[src/rtl/branch_resolve_ctrl.sv]
// Execute-stage branch resolution sequencer: captures one branch, evaluates
// compare and PC-relative target, pulses the result and holds a redirect until fetch takes it.
module branch_resolve_ctrl #(
    parameter int PC_W  = 32,
    parameter int OFF_W = 16,
    parameter int CNT_W = 16
) (
    input  logic             clk,
    input  logic             reset,
    input  logic             br_valid,
    output logic             br_ready,
    input  logic [1:0]       br_op,
    input  logic [PC_W-1:0]  br_pc,
    input  logic [PC_W-1:0]  br_a,
    input  logic [PC_W-1:0]  br_b,
    input  logic [OFF_W-1:0] br_offset,
    output logic             redir_valid,
    input  logic             redir_ready,
    output logic [PC_W-1:0]  redir_target,
    output logic             resolved,
    output logic             taken,
    output logic             flush,
    output logic             illegal,
    output logic [CNT_W-1:0] taken_count
);

    typedef enum logic [1:0] {IDLE, EVAL, REDIRECT} state_t;

    typedef struct packed {
        logic [1:0]       op;
        logic [PC_W-1:0]  pc;
        logic [PC_W-1:0]  a;
        logic [PC_W-1:0]  b;
        logic [OFF_W-1:0] offset;
    } br_req_t;

    localparam logic [1:0]       OP_BEQ  = 2'b00;
    localparam logic [1:0]       OP_BNE  = 2'b01;
    localparam logic [1:0]       OP_BR   = 2'b10;
    localparam logic [CNT_W-1:0] CNT_ONE = CNT_W'(1);

    state_t          state, state_next;
    br_req_t         req;
    logic            zero;
    logic            take;
    logic            bad_op;
    logic [PC_W-1:0] off_ext;
    logic [PC_W-1:0] target;

    // Compare / target datapath, only meaningful while in EVAL
    always_comb begin
        zero    = (req.a == req.b);
        off_ext = {{(PC_W-OFF_W){req.offset[OFF_W-1]}}, req.offset};
        target  = req.pc + (off_ext << 2);
        take    = 1'b0;
        bad_op  = 1'b0;
        case (req.op)
            OP_BEQ:  take = zero;
            OP_BNE:  take = !zero;
            OP_BR:   take = 1'b1;
            default: bad_op = 1'b1;
        endcase
    end

    always_ff @(posedge clk) begin
        if (reset) state <= IDLE;
        else       state <= state_next;
    end

    always_comb begin
        state_next  = state;
        br_ready    = 1'b0;
        redir_valid = 1'b0;
        case (state)
            IDLE: begin
                br_ready = 1'b1;
                if (br_valid) state_next = EVAL;
            end
            EVAL: state_next = take ? REDIRECT : IDLE;
            REDIRECT: begin
                redir_valid = 1'b1;
                if (redir_ready) state_next = IDLE;
            end
            default: state_next = IDLE;
        endcase
    end

    // Request capture, registered result pulses and the saturating taken counter
    always_ff @(posedge clk) begin
        if (reset) begin
            req          <= '0;
            redir_target <= '0;
            resolved     <= 1'b0;
            taken        <= 1'b0;
            flush        <= 1'b0;
            illegal      <= 1'b0;
            taken_count  <= '0;
        end else begin
            resolved <= 1'b0;
            taken    <= 1'b0;
            flush    <= 1'b0;
            illegal  <= 1'b0;
            if (state == IDLE && br_valid) begin
                req <= '{op: br_op, pc: br_pc, a: br_a, b: br_b, offset: br_offset};
            end
            if (state == EVAL) begin
                redir_target <= target;
                resolved     <= 1'b1;
                taken        <= take;
                flush        <= take;
                illegal      <= bad_op;
                if (take && taken_count != '1) taken_count <= taken_count + CNT_ONE;
            end
        end
    end

endmodule

[config.mk]
export PLATFORM = sky130hd
export DESIGN_NAME = branch_resolve_ctrl
export DESIGN_NICKNAME = d
export VERILOG_FILES = /design/src/rtl/branch_resolve_ctrl.sv
export SDC_FILE = /design/constraint.sdc
export NUM_CORES = 1
export LEC_CHECK = 0
export CELL_PAD_IN_SITES_DETAIL_PLACEMENT = 1
export CELL_PAD_IN_SITES_GLOBAL_PLACEMENT = 1
export CORE_ASPECT_RATIO = 0.7
export CORE_MARGIN = 2
export CORE_UTILIZATION = 37
export DETAILED_ROUTE_END_ITERATION = 6
export GPL_TIMING_DRIVEN = 0
export PLACE_DENSITY = 0.9
export SETUP_SLACK_MARGIN = 0.2
export SYNTH_ARGS = -nofsm -noshare
export SYNTH_HDL_FRONTEND = slang
export SYNTH_SLANG_ARGS = --single-unit
[constraint.sdc]
create_clock -name clk -period 3.4 [get_ports clk]
set_input_delay 1.02 -clock clk [delete_from_list [all_inputs] [get_ports clk]]
set_output_delay 1.02 -clock clk [all_outputs]
set_load 0.01 [all_outputs]
== Word level (Yosys, flattened, before mapping) ==
Index checks and enable logic that the tools add are counted.

* Add/subtract/negate cells: 2
* Eq/ne operators: 8
* Multiplexer cells: 9
* Bitwise logic cells: 1
* Reductions and logical operators: 9

{| class="wikitable"
|+ Operator list
! cell !! count
|-
| $add A32 B32 Y32 || 1
|-
| $eq A32 B32 Y1 || 1
|-
| $add A16 B1 Y16 const B || 1
|-
| $ne A16 B16 Y1 const B || 1
|-
| $mux W2 || 3
|-
| $pmux W2 S3 || 1
|-
| $eq A2 B1 Y1 const B || 2
|-
| $eq A2 B2 Y1 const B || 2
|-
| $logic_not A2 Y1 || 2
|-
| $mux W1 || 4
|-
| $ne A2 B2 Y1 const B || 2
|-
| $reduce_and A2 Y1 || 2
|-
| $pmux W1 S3 || 1
|-
| $reduce_or A3 Y1 || 1
|-
| $logic_and A1 B1 Y1 || 2
|-
| $reduce_or A2 Y1 || 1
|-
| $logic_not A1 Y1 || 1
|-
| $not A1 Y1 || 1
|}

* Bits in registers: 167
* Input bits: 118
* Output and inout port bits: 54
* Logic and storage cells: 40

== Logic depth before layout (Yosys ltp) ==
Gate-level depths: netlist (run 1).

* Depth after elaboration: 5
* Depth in mapped cells: 11
* Gate-level depth less buffers: 11

== Worst setup path after synthesis (run 1) ==
Ideal clock, no wire load.

* Path kind: reg2reg
* Start: reg req[82] (netlist bit)
* End: reg redir_target[26]
* Setup time: 122 ps
* Arrival: 2320 ps
* Data required time: 3278 ps
* Slack: 958 ps
* Cell stages (with the launch flop): 12
* Buffers on the path: 0
* Clock period less this slack: 2442 ps
* Cells stage by stage: dfxtp_1 ha_1 inv_1 fa_1 nor2b_1 o31ai_1 a21oi_1 a21oi_1 a311o_1 o21ai_1 a211oi_1 a221o_1

* Longest elaborated chain between the ends: 1

{| class="wikitable"
|+ Ends and longest elaborated chain
! item !! RTL line !! text
|-
| from (decl) || 43 || <nowiki>br_req_t req;</nowiki>
|-
| from (signal assigned) || 104 || <nowiki>req <= '{op: br_op, pc: br_pc, a: br_a, b: br_b, offset: br_offset};</nowiki>
|-
| $add A32 B32 Y32 || 54 || <nowiki>target = req.pc + (off_ext << 2);</nowiki>
|-
| to (signal assigned) || 107 || <nowiki>redir_target <= target;</nowiki>
|-
| to (decl) || 19 || <nowiki>output logic [PC_W-1:0] redir_target,</nowiki>
|}

Every way passes these cells.
A chain may end at the register's enable or synchronous reset.

== Worst setup path after layout (run 1) ==
* Start: reg req (netlist bit off_ext[15])
* End: reg redir_target[27]

Same word-level chain as after synthesis.

==> results of run 1 <==
==> sequential cells by signal (all words and copies together) (netlist names) <==
name	flops
redir_target	32
state	2
flush	1
illegal	1
taken_count	16
resolved	1
off_ext	16
req	98
==> cells by family after synthesis <==
| group | count (synthesis) | synth area share, % |
|---|---|---|
| xor+xnor | 63 | 7.17 |
| fa+ha+maj | 31 | 5.14 |
| buf+inv | 70 | 3.58 |
| simple gates | 411 | 22.3 |
| flops | 167 | 43.4 |
| mux | 2 | 0.325 |
| compound gates | 244 | 18.0 |
==> metal layers <==
| metal | up-vias | share of wire, % | track usage, % |
|---|---|---|---|
| li1 | 3730 | - | - |
| met1 | 3632 | 46 | 31.6 |
| met2 | 182 | 47 | 39.4 |
| met3 | 36 | 5.2 | 4.61 |
| met4 | 0 | 2.1 | 7.97 |
| met5 | - | 0 | 0 |
==> worst paths after layout <==
| check | from | to | slack, ns | depth (start not counted) |
|---|---|---|---|---|
| max | off_ext[15] | redir_target[27] | 0.43 | 7 |
| min | redir_target[13] | redir_target[13] | 0.46 | 2 |
| max reg2reg | off_ext[15] | redir_target[27] | 0.43 | 7 |
| min reg2reg | redir_target[13] | redir_target[13] | 0.46 | 2 |
==> cell usage in the layout, fill, tap and decap left out, drive strengths merged, types with 5 or more instances in the layout <==
cell type      Yosys  final
nand2            287    287
clkdlybuf4s50      0    171
a21oi            167    167
dfxtp            167    167
clkbuf            45     63
xnor2             56     56
nor2              43     43
ha                30     30
inv               15     25
o21ai             24     24
nor3              19     19
nand3             18     18
nand4             13     13
a21o              11     11
buf               10     10
and3               8      8
xor2               7      7
a211oi             7      7
or3                5      5
o21bai             5      5
==> layout make-up <==
cell class                 count  area, sq um  share of cell area [%]
multi-input combinational    751         4080                    39.4
sequential                   167         3340                    32.2
timing repair buffer         171         1710                    16.5
clock buffer                  18          429                    4.14
tap                          276          345                    3.33
buffer                        55          219                    2.11
clock inverter                14          181                    1.75
inverter                      15         56.3                   0.543
antenna                        1         2.50                  0.0241
==> report_power, final <==
group | switching (mW) | internal, mW
clock | 0.926 | 1.13
combinational | 0.408 | 0.338
sequential | 0.0766 | 2.06
total | 1.41 | 3.52
==> timing repair <==
item	4_1_cts	5_1_grt
endpoints found under the setup margin	0	1
gates resized for setup	0	1
endpoints found under the hold margin	0	0
==> worst max-delay path, cell delays in order, from the launching register on <==
cell	delay (ns)
dfxtp_1	0.79
ha_1	0.45
a2111oi_0	0.56
and3_1	0.36
nor4b_2	0.09
nor2_1	0.27
xor2_1	0.21
o21ai_0	0.10
==> results.json, run 1 <==
{
  "whs_ns": 0.458,
  "post_drt_wl_per_cell_um": 17.9,
  "yosysTopAreaCell": "dfxtp_1",
  "status": "complete, no violations",
  "clk_path_buf_depth": 2,
  "cp_max_fo": 16,
  "overflow": 0,
  "slew_headroom_pct": 51.7,
  "ys_warn_count": 0,
  "cts_tree": "yes",
  "hold_path.class": "reg2reg",
  "drt_pass1_iterations": 4,
  "pre_cts_ws_ns": 0.0791,
  "routed_via_density": 5.16,
  "row_count": 44,
  "core_area_sq_um": 20600,
  "grt.total_usage_pct": 24.0,
  "grt_pass1_vias": 7944,
  "clock_skew_ns": 0.0188,
  "final_cells": 1468,
  "maxCapViolCount": 0,
  "rsz0062_at_grt": "no",
  "fin_crit_sh_pct": 87.2,
  "post-route-util_pct": 50.4,
  "cp-start-kind": "register",
  "synth_most_common_cell": "nand2_1",
  "slew_viol_final": 0,
  "worst_ep_required_time_ns": 3.70,
  "fill_cells": 2514,
  "clk_latency_ns": 0.44,
  "synth_edf_count": 0,
  "finalWirelength_um": 26200,
  "post-cts-setup-buffers": 0,
  "worst_pin_slew_ns": 0.723,
  "die-area_sq_um": 22000,
  "ys_seq_elements": 167,
  "grt_pass1_wl_um": 41300,
  "antenna_found_initial": 1,
  "start_util_pct": 37.4,
  "clock.fmax_mhz": 337,
  "die_y_um": 125,
  "hold_violations": 0,
  "dp.cells": 1435,
  "synth_area_per_cell_sq_um": 7.79,
  "dp.final_hpwl_um": 19900,
  "period_minus_slack_ns": 2.97,
  "synth_cells": 988,
  "grt_max_degree": 18,
  "synth_seq_area_share_pct": 43.4,
  "final-setup-viol-count": 0,
  "synth_area_leaders": "dfxtp_1 43%, nand2_1 14%, a21oi_1 11%, xnor2_1 6.4%, ha_1 4.9%",
  "placed_area_sq_um": 9750,
  "io_pins": 172,
  "synth_area_sq_um": 7700,
  "drive_gt1_share_pct": 3.53,
  "synth-main-ff-cell": "dfxtp_1",
  "finalSetupTns_ns": 0,
  "crit_arrival_ns": 3.26,
  "drtIter0Drc": 371,
  "detail-route-antenna-nets": 0,
  "powerDensity_nw_per_um2": 476,
  "io_buffer_count": 171,
  "ys_types": 54,
  "nets": 1327,
  "crit_type": "reg2reg",
  "crit_path_end_kind": "register",
  "cts_buffers": 17,
  "p_total_mw": 4.93,
  "ys_top_cells_by_count": "287 x nand2_1, 167 x a21oi_1, 167 x dfxtp_1",
  "syn_nets": 1137,
  "ctsRootBufferMaster": "clkbuf_16",
  "area_growth_pct": 34.7,
  "p_leak_nw": 3.85,
  "drc_errors": 0,
  "cts_sinks": 167,
  "cts-htree-levels": 4,
  "hold_buffers": 0,
  "cts.clk_slew.worst_paths_ns": 0.07,
  "fp.dieW_um": 176,
  "final_area_sq_um": 10400,
  "vias": 7580,
  "synth_top_area_share_pct": 43.4,
  "ys_async_sr_fraction_pct": 0,
  "gp_congestion": 0.863,
  "worst_slack_ns": 0.434,
  "peakVddDrop_mv": 0.331
}
Power figures use the tool's default switching activity.
==> run 2, diff against run 1 <==
--- a/config.mk
+++ b/config.mk
@@ -9,10 +9,11 @@
 export CELL_PAD_IN_SITES_GLOBAL_PLACEMENT = 1
 export CORE_ASPECT_RATIO = 0.7
 export CORE_MARGIN = 2
-export CORE_UTILIZATION = 37
+export CORE_UTILIZATION = 38
+export CTS_BUF_LIST = sky130_fd_sc_hd__clkbuf_8
 export DETAILED_ROUTE_END_ITERATION = 6
 export GPL_TIMING_DRIVEN = 0
-export PLACE_DENSITY = 0.9
+export PLACE_DENSITY = 0.91
 export SETUP_SLACK_MARGIN = 0.2
 export SYNTH_ARGS = -nofsm -noshare
 export SYNTH_HDL_FRONTEND = slang
==> run 2 against run 1 <==
Final cell count shrank 0.48%; die area shrank 2.6%; wire length grew 0.53%; critical path depth grew 4; sequential power is essentially flat; core utilization grew 0.91 points; flip-flop and latch count is the same; non-clock buffer count is the same; cell area shrank 1.8%; critical path type unchanged; highest routed layer unchanged.
==> results.json, run 2 (synthesis gave the netlist of run 1 again) <==
{
  "clk_latency_ns": 0.48,
  "vias": 7661,
  "r2r_slack_ns": 0.41,
  "row_count": 43,
  "finalSetupTns_ns": 0,
  "status": "complete, no violations",
  "period_minus_slack_ns": 2.99,
  "biggestRegsByFlops": "req (98), redir_target (32)",
  "most-common-layout-cells": "287 x nand2_1, 171 x clkdlybuf4s50_1, 167 x a21oi_1, 166 x dfxtp_1, 56 x xnor2_1",
  "io_buffer_count": 171,
  "cts_buffers": 17,
  "grt_max_degree": 19,
  "grt.total_usage_pct": 25.2,
  "cp_max_fo": 5,
  "regMostFlops": "req",
  "drive_gt1_share_pct": 3.61,
  "final_area_sq_um": 10200,
  "ctsRootBufferMaster": "clkbuf_8",
  "dp.final_hpwl_um": 20300,
  "antennaDiodeCount": 0,
  "slew_headroom_pct": 51.6,
  "crit_arrival_ns": 3.35,
  "grt_pass1_wl_um": 42300,
  "cp-start-kind": "register",
  "placed_area_sq_um": 9750,
  "cts-htree-levels": 4,
  "detail-route-antenna-nets": 0,
  "grt_pass1_vias": 8328,
  "slew_viol_final": 0,
  "drtIter0Drc": 449,
  "crit_path_end_kind": "register",
  "largest_reg_flops": 98,
  "die_y_um": 123,
  "area_growth_pct": 32.3,
  "powerDensity_nw_per_um2": 438,
  "clock_skew_ns": 0.0189,
  "rsz0062_at_grt": "no",
  "core_area_sq_um": 19900,
  "post-route-util_pct": 51.3,
  "start_util_pct": 38.8,
  "peakVddDrop_mv": 0.263,
  "final-setup-viol-count": 0,
  "worst_ep_required_time_ns": 3.77,
  "fp.dieW_um": 174,
  "fin_crit_sh_pct": 87.9,
  "cts_tree": "yes",
  "die-area_sq_um": 21400,
  "post_drt_wl_per_cell_um": 18.0,
  "routed_via_density": 5.24,
  "clk_path_buf_depth": 2,
  "whs_ns": 0.461,
  "crit_type": "reg2reg",
  "gp_congestion": 0.891,
  "hold_violations": 0,
  "overflow": 0,
  "drc_errors": 0,
  "p_leak_nw": 3.76,
  "clock.fmax_mhz": 335,
  "maxCapViolCount": 0,
  "antenna_found_initial": 0,
  "finalWirelength_um": 26400,
  "final_common_cell": "nand2_1",
  "drt_pass1_iterations": 4,
  "hold_path.class": "reg2reg",
  "post-cts-setup-buffers": 0,
  "cts.clk_slew.worst_paths_ns": 0.10,
  "io_pins": 172,
  "nets": 1327,
  "cts_sinks": 167,
  "worst_pin_slew_ns": 0.725
}
run 2: changes by cell type in the layout (fill, tap and decap cells not counted), sizes merged:
cell / change
clkbuf: -1
inv: -1
clkinv: +1
clkinvlp: +1
diode: -1
run 2: worst max-delay path, stage by stage (launching register included):
cell      delay, ns
dfxtp_1        0.41
ha_1           0.23
inv_1          0.07
fa_1           0.38
nor2b_1        0.24
o31ai_1        0.15
a21oi_1        0.21
a21oi_1        0.14
a311o_1        0.45
o21ai_1        0.24
a211oi_1       0.10
a221o_1        0.26
run 2: metal layers:
metal  up-vias  global-route usage (%)  share of wire [%]
li1       3715                       -                  -
met3        50                    4.49                4.5
met4         0                    9.40                2.6
met2       213                    43.6                 47
met1      3683                    31.6                 45
met5         -                       0                  0
run 2: timing repair:
| item | 4_1_cts | 5_1_grt |
|---|---|---|
| hold buffers | 0 | 0 |
| endpoints found under the setup margin | 0 | 1 |
| endpoints found under the hold margin | 0 | 0 |
| resized for setup | 0 | 1 |
run 2: path summary, 6_finish.rpt:
| kind | cells past startpoint | endpoint | startpoint |
|---|---|---|---|
| max | 11 | redir_target[26] | off_ext[0] |
| min | 2 | redir_target[0] | redir_target[0] |
| max reg2reg | 11 | redir_target[26] | off_ext[0] |
| min reg2reg | 2 | redir_target[0] | redir_target[0] |
run 2: cell type report:
type	instances	area (sq um)
Buffer	55	219
Inverter	15	56.3
Timing Repair Buffer	171	1710
Sequential cell	167	3340
Fill cell	2409	9670
Tap cell	270	338
Clock inverter	15	198
Multi-Input combinational cell	751	4080
Clock buffer	17	234
run 2: metrics by stage:
| stage | setup slack, ns | instances | power [mW] |
|---|---|---|---|
| after floorplan | 0.958 | 988 | 2.56 |
| after global placement | 0.0957 | 1429 | 2.88 |
| after detailed placement | 0.0266 | 1429 | 2.92 |
| after CTS | 0.358 | 1461 | 4.47 |
| after global routing | 0.214 | 1461 | 4.63 |
| final | 0.412 | 1461 | 4.46 |
run 2: report_power, final:
group          switching [mW]  total (mW)  internal [mW]
registers              0.0784        2.14           2.06
clock network           0.881        1.58          0.700
logic                   0.405       0.743          0.338
